[config.mk]
export PLATFORM = sky130hd
export DESIGN_NAME = rd_adder_pipe
export DESIGN_NICKNAME = d
export VERILOG_FILES = /design/src/rtl/rd_pkg.sv /design/src/rtl/rd_kpg_level.sv /design/src/rtl/rd_adder_pipe.sv
export SDC_FILE = /design/constraint.sdc
export NUM_CORES = 1
export LEC_CHECK = 0
export BUFFER_PORTS_ARGS = -buffer_cell sky130_fd_sc_hd__buf_4
export CORE_AREA = 2 2 221 223
export CTS_CLUSTER_DIAMETER = 40
export DETAILED_ROUTE_END_ITERATION = 12
export DIE_AREA = 0 0 223 225
export GPL_TIMING_DRIVEN = 0
export HOLD_SLACK_MARGIN = 0.03
export MAX_ROUTING_LAYER = met4
export PLACE_DENSITY = 0.43
export SLEW_MARGIN = 20
export SYNTH_ARGS = -nofsm -noshare
export SYNTH_HDL_FRONTEND = slang
export SYNTH_HIERARCHICAL = 1
export SYNTH_SLANG_ARGS = --single-unit
[constraint.sdc]
create_clock -name clk -period 3.6 [get_ports clk]
set_input_delay 0.72 -clock clk [delete_from_list [all_inputs] [get_ports clk]]
set_output_delay 0.72 -clock clk [all_outputs]
set_load 0.01 [all_outputs]
[src/rtl/rd_pkg.sv]
// Shared types and helpers for the recursive-doubling (Kogge-Stone) adder.
// A KPG symbol encodes what a bit position does to an incoming carry:
// KILL forces 0, GEN forces 1, PROP passes the lower carry through.
// In the encoding, bit[1] is the resolved carry once no PROP remains.
package rd_pkg;

  typedef logic [1:0] kpg_t;

  localparam kpg_t KILL = 2'b00;
  localparam kpg_t PROP = 2'b01;
  localparam kpg_t GEN  = 2'b11;

  // Merge a span (hi) with the span directly below it (lo).
  function automatic kpg_t kpg_combine(input kpg_t hi, input kpg_t lo);
    kpg_t r;
    if (hi == PROP) begin
      r = lo;
    end else begin
      r = hi;
    end
    return r;
  endfunction

  // Classify a single bit pair.
  function automatic kpg_t kpg_encode(input logic ai, input logic bi);
    kpg_t r;
    if (ai & bi) begin
      r = GEN;
    end else if (ai ^ bi) begin
      r = PROP;
    end else begin
      r = KILL;
    end
    return r;
  endfunction

endpackage

[src/rtl/rd_kpg_level.sv]
// One doubling level of the carry tree: each position at or above DIST
// merges with the position DIST below it. The result is registered together
// with the valid bit and the propagate vector, and everything holds while
// the pipeline is stalled.
module rd_kpg_level
  import rd_pkg::*;
#(
  parameter int N    = 17,
  parameter int DIST = 1,
  parameter int PW   = 16
) (
  input  logic              clk,
  input  logic              rst,
  input  logic              i_advance,
  input  logic              i_valid,
  input  logic [PW-1:0]     i_p,
  input  kpg_t [N-1:0]      i_kpg,
  output logic              o_valid,
  output logic [PW-1:0]     o_p,
  output kpg_t [N-1:0]      o_kpg
);

  kpg_t [N-1:0] w_kpg_nxt;

  // Positions below DIST have nothing DIST below them and pass unchanged.
  genvar j;
  for (j = 0; j < N; j++) begin : g_pos
    if (j >= DIST) begin : g_merge
      assign w_kpg_nxt[j] = kpg_combine(i_kpg[j], i_kpg[j-DIST]);
    end else begin : g_pass
      assign w_kpg_nxt[j] = i_kpg[j];
    end
  end

  // Level register: load from the previous level on advance, hold otherwise.
  always_ff @(posedge clk or posedge rst) begin
    if (rst) begin
      o_valid <= 1'b0;
      o_p     <= {PW{1'b0}};
      o_kpg   <= {N{KILL}};
    end else if (i_advance) begin
      o_valid <= i_valid;
      o_p     <= i_p;
      o_kpg   <= w_kpg_nxt;
    end
  end

endmodule

[src/rtl/rd_adder_pipe.sv]
// Pipelined Kogge-Stone adder/subtractor with valid/ready handshake.
// Stage 0 encodes operands into WIDTH+1 KPG positions (position 0 carries
// the carry-in), LEVELS doubling levels resolve every carry, and the output
// stage forms sum and carry-out. The whole pipe moves in lock-step on
// advance, so beats stay in order and bubbles travel like data.
module rd_adder_pipe
  import rd_pkg::*;
#(
  parameter int WIDTH = 16
) (
  input  logic             clk,
  input  logic             rst,
  input  logic             in_valid,
  output logic             in_ready,
  input  logic [WIDTH-1:0] a,
  input  logic [WIDTH-1:0] b,
  input  logic             cin,
  input  logic             sub,
  output logic             out_valid,
  input  logic             out_ready,
  output logic [WIDTH-1:0] sum,
  output logic             cout
);

  localparam int LEVELS = $clog2(WIDTH + 1);
  localparam int N      = WIDTH + 1;

  logic             w_advance;
  logic [WIDTH-1:0] w_b_eff;
  logic [WIDTH-1:0] w_p_enc;
  logic             w_c0;
  kpg_t [N-1:0]     w_kpg_enc;
  logic [N-1:0]     w_carry;

  logic             r_valid0;
  logic [WIDTH-1:0] r_p0;
  kpg_t [N-1:0]     r_kpg0;

  logic             w_valid [0:LEVELS];
  logic [WIDTH-1:0] w_p     [0:LEVELS];
  kpg_t [N-1:0]     w_kpg   [0:LEVELS];

  logic             r_out_valid;
  logic [WIDTH-1:0] r_sum;
  logic             r_cout;

  // The pipe moves whenever the output slot is empty or being drained.
  assign w_advance = !r_out_valid || out_ready;
  assign in_ready  = w_advance;

  // Operand conditioning and per-bit KPG encoding; subtract is A + ~B + 1.
  always_comb begin
    w_b_eff   = b;
    w_c0      = cin;
    w_kpg_enc = {N{KILL}};
    if (sub) begin
      w_b_eff = ~b;
      w_c0    = 1'b1;
    end else begin
      w_b_eff = b;
      w_c0    = cin;
    end
    if (w_c0) begin
      w_kpg_enc[0] = GEN;
    end else begin
      w_kpg_enc[0] = KILL;
    end
    for (int i = 0; i < WIDTH; i++) begin
      w_kpg_enc[i+1] = kpg_encode(a[i], w_b_eff[i]);
    end
    w_p_enc = a ^ w_b_eff;
  end

  // Input stage register; a bubble is captured when in_valid is low.
  always_ff @(posedge clk or posedge rst) begin
    if (rst) begin
      r_valid0 <= 1'b0;
      r_p0     <= {WIDTH{1'b0}};
      r_kpg0   <= {N{KILL}};
    end else if (w_advance) begin
      r_valid0 <= in_valid;
      r_p0     <= w_p_enc;
      r_kpg0   <= w_kpg_enc;
    end
  end

  assign w_valid[0] = r_valid0;
  assign w_p[0]     = r_p0;
  assign w_kpg[0]   = r_kpg0;

  genvar k;
  for (k = 1; k <= LEVELS; k++) begin : g_level
    rd_kpg_level #(
      .N    (N),
      .DIST (2 ** (k - 1)),
      .PW   (WIDTH)
    ) u_level (
      .clk       (clk),
      .rst       (rst),
      .i_advance (w_advance),
      .i_valid   (w_valid[k-1]),
      .i_p       (w_p[k-1]),
      .i_kpg     (w_kpg[k-1]),
      .o_valid   (w_valid[k]),
      .o_p       (w_p[k]),
      .o_kpg     (w_kpg[k])
    );
  end

  // After the last level no PROP remains, so bit[1] is the carry itself.
  always_comb begin
    w_carry = {N{1'b0}};
    for (int j = 0; j < N; j++) begin
      w_carry[j] = w_kpg[LEVELS][j][1];
    end
  end

  // Output stage: sum bits and carry-out, held stable while stalled.
  always_ff @(posedge clk or posedge rst) begin
    if (rst) begin
      r_out_valid <= 1'b0;
      r_sum       <= {WIDTH{1'b0}};
      r_cout      <= 1'b0;
    end else if (w_advance) begin
      r_out_valid <= w_valid[LEVELS];
      r_sum       <= w_p[LEVELS] ^ w_carry[WIDTH-1:0];
      r_cout      <= w_carry[WIDTH];
    end
  end

  assign out_valid = r_out_valid;
  assign sum       = r_sum;
  assign cout      = r_cout;

endmodule

* Yosys cells after proc, flatten, opt, wreduce, memory -nomap -nowiden
Index checks and enable logic that the tools add are counted.
** Operators by class
- Equal/unequal tests :: 54
- Mux-type cells :: 89
- Bitwise operators :: 35
- Reductions and logical operators :: 2
** Operator list (count)
- $mux 2 :: 71
- $eq 2x1->1 const B :: 54
- $xor 16x16->16 :: 2
- $mux 1 :: 17
- $and 1x1->1 :: 16
- $mux 16 :: 1
- $not 16->16 :: 1
- $xor 1x1->1 :: 16
- $logic_not 1->1 :: 1
- $logic_or 1x1->1 :: 1
** Word-level totals
- Register bits :: 324
- Input port bits :: 38
- Output and inout bits :: 19
- Logic and storage cells :: 297

* Depth between registers and ports, before layout
- Depth after elaboration :: 5
- Depth in mapped cells :: 10
- Gate-level depth less buffers :: 4

* Cells and area by module
The synthesis kept the hierarchy.
** By module, submodules not included
- rd_adder_pipe :: times used 1, cells an instance 265, area each 3692.3 um2, sequential area each 1701.6 um2
- rd_kpg_level (g_level[4].u_level) :: times used 1, cells an instance 147, area each 2160.8 um2, sequential area each 1276.2 um2
- rd_kpg_level (g_level[5].u_level) :: times used 1, cells an instance 113, area each 2137.0 um2, sequential area each 1276.2 um2
- rd_kpg_level (g_level[2].u_level) :: times used 1, cells an instance 172, area each 2107.0 um2, sequential area each 1276.2 um2
- rd_kpg_level (g_level[3].u_level) :: times used 1, cells an instance 164, area each 2094.5 um2, sequential area each 1276.2 um2
- rd_kpg_level (g_level[1].u_level) :: times used 1, cells an instance 176, area each 2059.5 um2, sequential area each 1276.2 um2

* Worst setup path after synthesis
No wires, ideal clock.
- Kind :: in2reg
- Start point :: in out_ready
- End point :: reg g_level[5].u_level/o_kpg[14] (netlist bit)
- Library setup time :: 125 ps
- Arrival :: 2058 ps
- Required time :: 3475 ps
- Path slack :: 1417 ps
- Cell stages on the path :: 8
- Path buffers :: 6
- Cells stage by stage :: buf_6 > nand2b_4 > buf_6 > buf_6 > buf_6 > buf_6 > buf_6 > mux2_4
** Between the ends
- Longest elaborated chain between the ends :: 1
** RTL lines
- start, declared :: line rd_adder_pipe.sv:20 : input logic out_ready,
- $logic_or 1x1->1 :: line rd_adder_pipe.sv:48 : assign w_advance = !r_out_valid || out_ready;
- named net in_ready :: line rd_adder_pipe.sv:14 : output logic in_ready,
- end signal, assigned :: line rd_kpg_level.sv:40 : o_kpg <= {N{KILL}};
- end signal, assigned :: line rd_kpg_level.sv:44 : o_kpg <= w_kpg_nxt;
- end, declared :: line rd_kpg_level.sv:20 : output kpg_t [N-1:0] o_kpg
The timed path passes the listed nets, and every way through them passes these cells.
A chain may end at the register's enable or synchronous reset.

* Final worst setup path
- Start point :: reg r_out_valid (netlist: out_valid)
- End point :: out in_ready
** Between the ends
- Longest elaborated chain between the ends :: 2
** RTL lines
- start, declared :: line rd_adder_pipe.sv:43 : logic r_out_valid;
- start signal, assigned :: line rd_adder_pipe.sv:125 : r_out_valid <= w_valid[LEVELS];
- $logic_not 1->1 :: line rd_adder_pipe.sv:48
- $logic_or 1x1->1 :: line rd_adder_pipe.sv:48
- end, declared :: line rd_adder_pipe.sv:14
No other way between the ends.

==> impl_metrics.toml <==
[synth]
synthesis.area_um2 = 12370
synthCells = 911
synthesis.nets = 981
syn-mean-instance-area_um2 = 13.58
yosys_warnings = 6

[cells_and_area]
area_growth_pct = 22.21
drive_above_1_share_pct = 37.13
layout_commonest_cell = "dfrtp_1"
instances_no_fill = 1661
nets = 1083
finalInstanceArea_um2 = 15110
mostFrequentLayoutCells = "276 x dfrtp_1, 136 x mux2_4, 103 x a21oi_1, 62 x inv_1, 57 x buf_4"

[placement]
globalplace.congestion = 0.7524
place_ws_ps = 1084
dpl_cell_area_um2 = 13670
dpl.hpwl_um = 21610
port_buffers = 54
dp_cells = 1586

[timing]
setup_viol = 0
drv_slew = 0
fmax_mhz = 363.6
rsz0062_at_grt = "false"
hold_viol_final = 0
layout_min_cycle_time_ps = 2750
skew_ps = 15.46
relSlewSlack_pct = 69.56
worst_slack_ps = 849.5
period_share_pct = 76.40
tightest_slew_ps = 456.6

[clock_tree]
cts-root-buf = "clkbuf_16"
clock_latency_ps = 540
path_clk_slew_ps = 60
clk_path_buf_depth = 3
post-cts-setup-buffers = 0
cts_resized = 0
h-tree-depth = 2
ctsHoldBuffers = 0
cts_buffers = 40
cts_sinks = 276
cts_tree = "done"

[floorplan]
die_h_um = 225
boundaryPins = 57
coreArea_um2 = 47550
initial_utilization_pct = 26.01
die_area_um2 = 50180
die_w_um = 223
rows = 80

[global_route]
grt_pass1_vias = 7219
antenna_found_initial = 0
grt_start_max_net_pins = 52
grt_pass1_wl_um = 45310
gr-total-overflow = 0
grt_usage_pct = 12.10

[power]
power_mw = 13.75
ir_drop_mv = 0.3080
p_leak_nw = 6.840
p_per_area_nw_per_um2 = 910.0

[worst_setup_path]
cp_data_arrival_time_ps = 2030
cp-end-kind = "output port"
startpoint_type = "flip-flop"
critPathRequiredTime_ps = 2880
worstPathMaxFanout = 16
criticalPathCategory = "reg2out"

[route]
avgRoutedWirePerCell_um = 17.22
first_pass_iters = 4
ant_nets = 0
vias = 6838
via_per_inst = 4.117
first_iter_violations = 319
drc_errors = 0
drt_wl_total_um = 28600

[status]
status = "finished clean"

[worst_hold_path]
min_path_type = "in2async"

[job]
maxCapViolations = 0
[worst max-delay path, stage by stage (launching register included)]
cell and delay [ps]:
dfrtp_1 540, nand2b_4 140, buf_6 210, buf_6 180
buf_6 250, buf_4 170
[registers in the layout, summed over array words and instances, names as in the netlist]
signal / count
g_level.u_level/o_valid: 5
g_level.u_level/o_kpg: 123
g_level.u_level/o_p: 80
r_valid0: 1
sum: 16
out_valid: 1
r_kpg0: 33
cout: 1
r_p0: 16
[routing by layer]
| metal | global-route usage [%] | vias up | wire, um |
|---|---|---|---|
| met4 | 3.507 | 0 | 519 |
| met1 | 17.12 | 3333 | 14800 |
| li1 | - | 3355 | - |
| met3 | 2.073 | 42 | 938 |
| met5 | - | - | 0 |
| met2 | 17.74 | 108 | 12340 |
[power breakdown]
| part | switching (mW) | internal [mW] |
|---|---|---|
| Sequential | 1.23 | 4.50 |
| Clock | 1.51 | 2.63 |
| Combinational | 1.52 | 2.38 |
| Total | 4.25 | 9.50 |
[final cells by class]
cell class              instances  area [um^2]
well taps                     615        769.5
inverters                      76        287.8
plain buffers                  54        574.3
diodes                          1        2.502
multi-input cells             505         4602
repair buffers                 60        533.0
flip-flops and latches        276         6907
clock inverters                25        301.5
fillers                      4707        32430
clock buffers                  49         1137
[worst paths after layout]
kind                                            from  slack (ps)  depth (start not counted)                          end
setup / recovery                           out_valid         850                          5                     in_ready
min in group clk                            in_valid         420                          2                     r_valid0
max in group asynchronous                        rst        2820                          3  g_level[1].u_level/o_kpg[1]
hold reg to reg            g_level[1].u_level/o_p[2]         500                          1    g_level[2].u_level/o_p[2]
setup reg to reg                           out_valid        1450                          7  g_level[4].u_level/o_kpg[5]
hold / removal                                   rst         180                          2  g_level[5].u_level/o_kpg[9]
[per-stage QoR]
stage               hold slack, ps  TNS (ps)  util (%)
floorplan                    434.9         0         -
global placement             492.8     -4113     28.48
detailed placement           491.4         0     28.76
CTS                          156.1         0     31.78
global route                 174.6         0     31.78
finish                       180.0         0     31.79
Power figures use the tool's default switching activity.
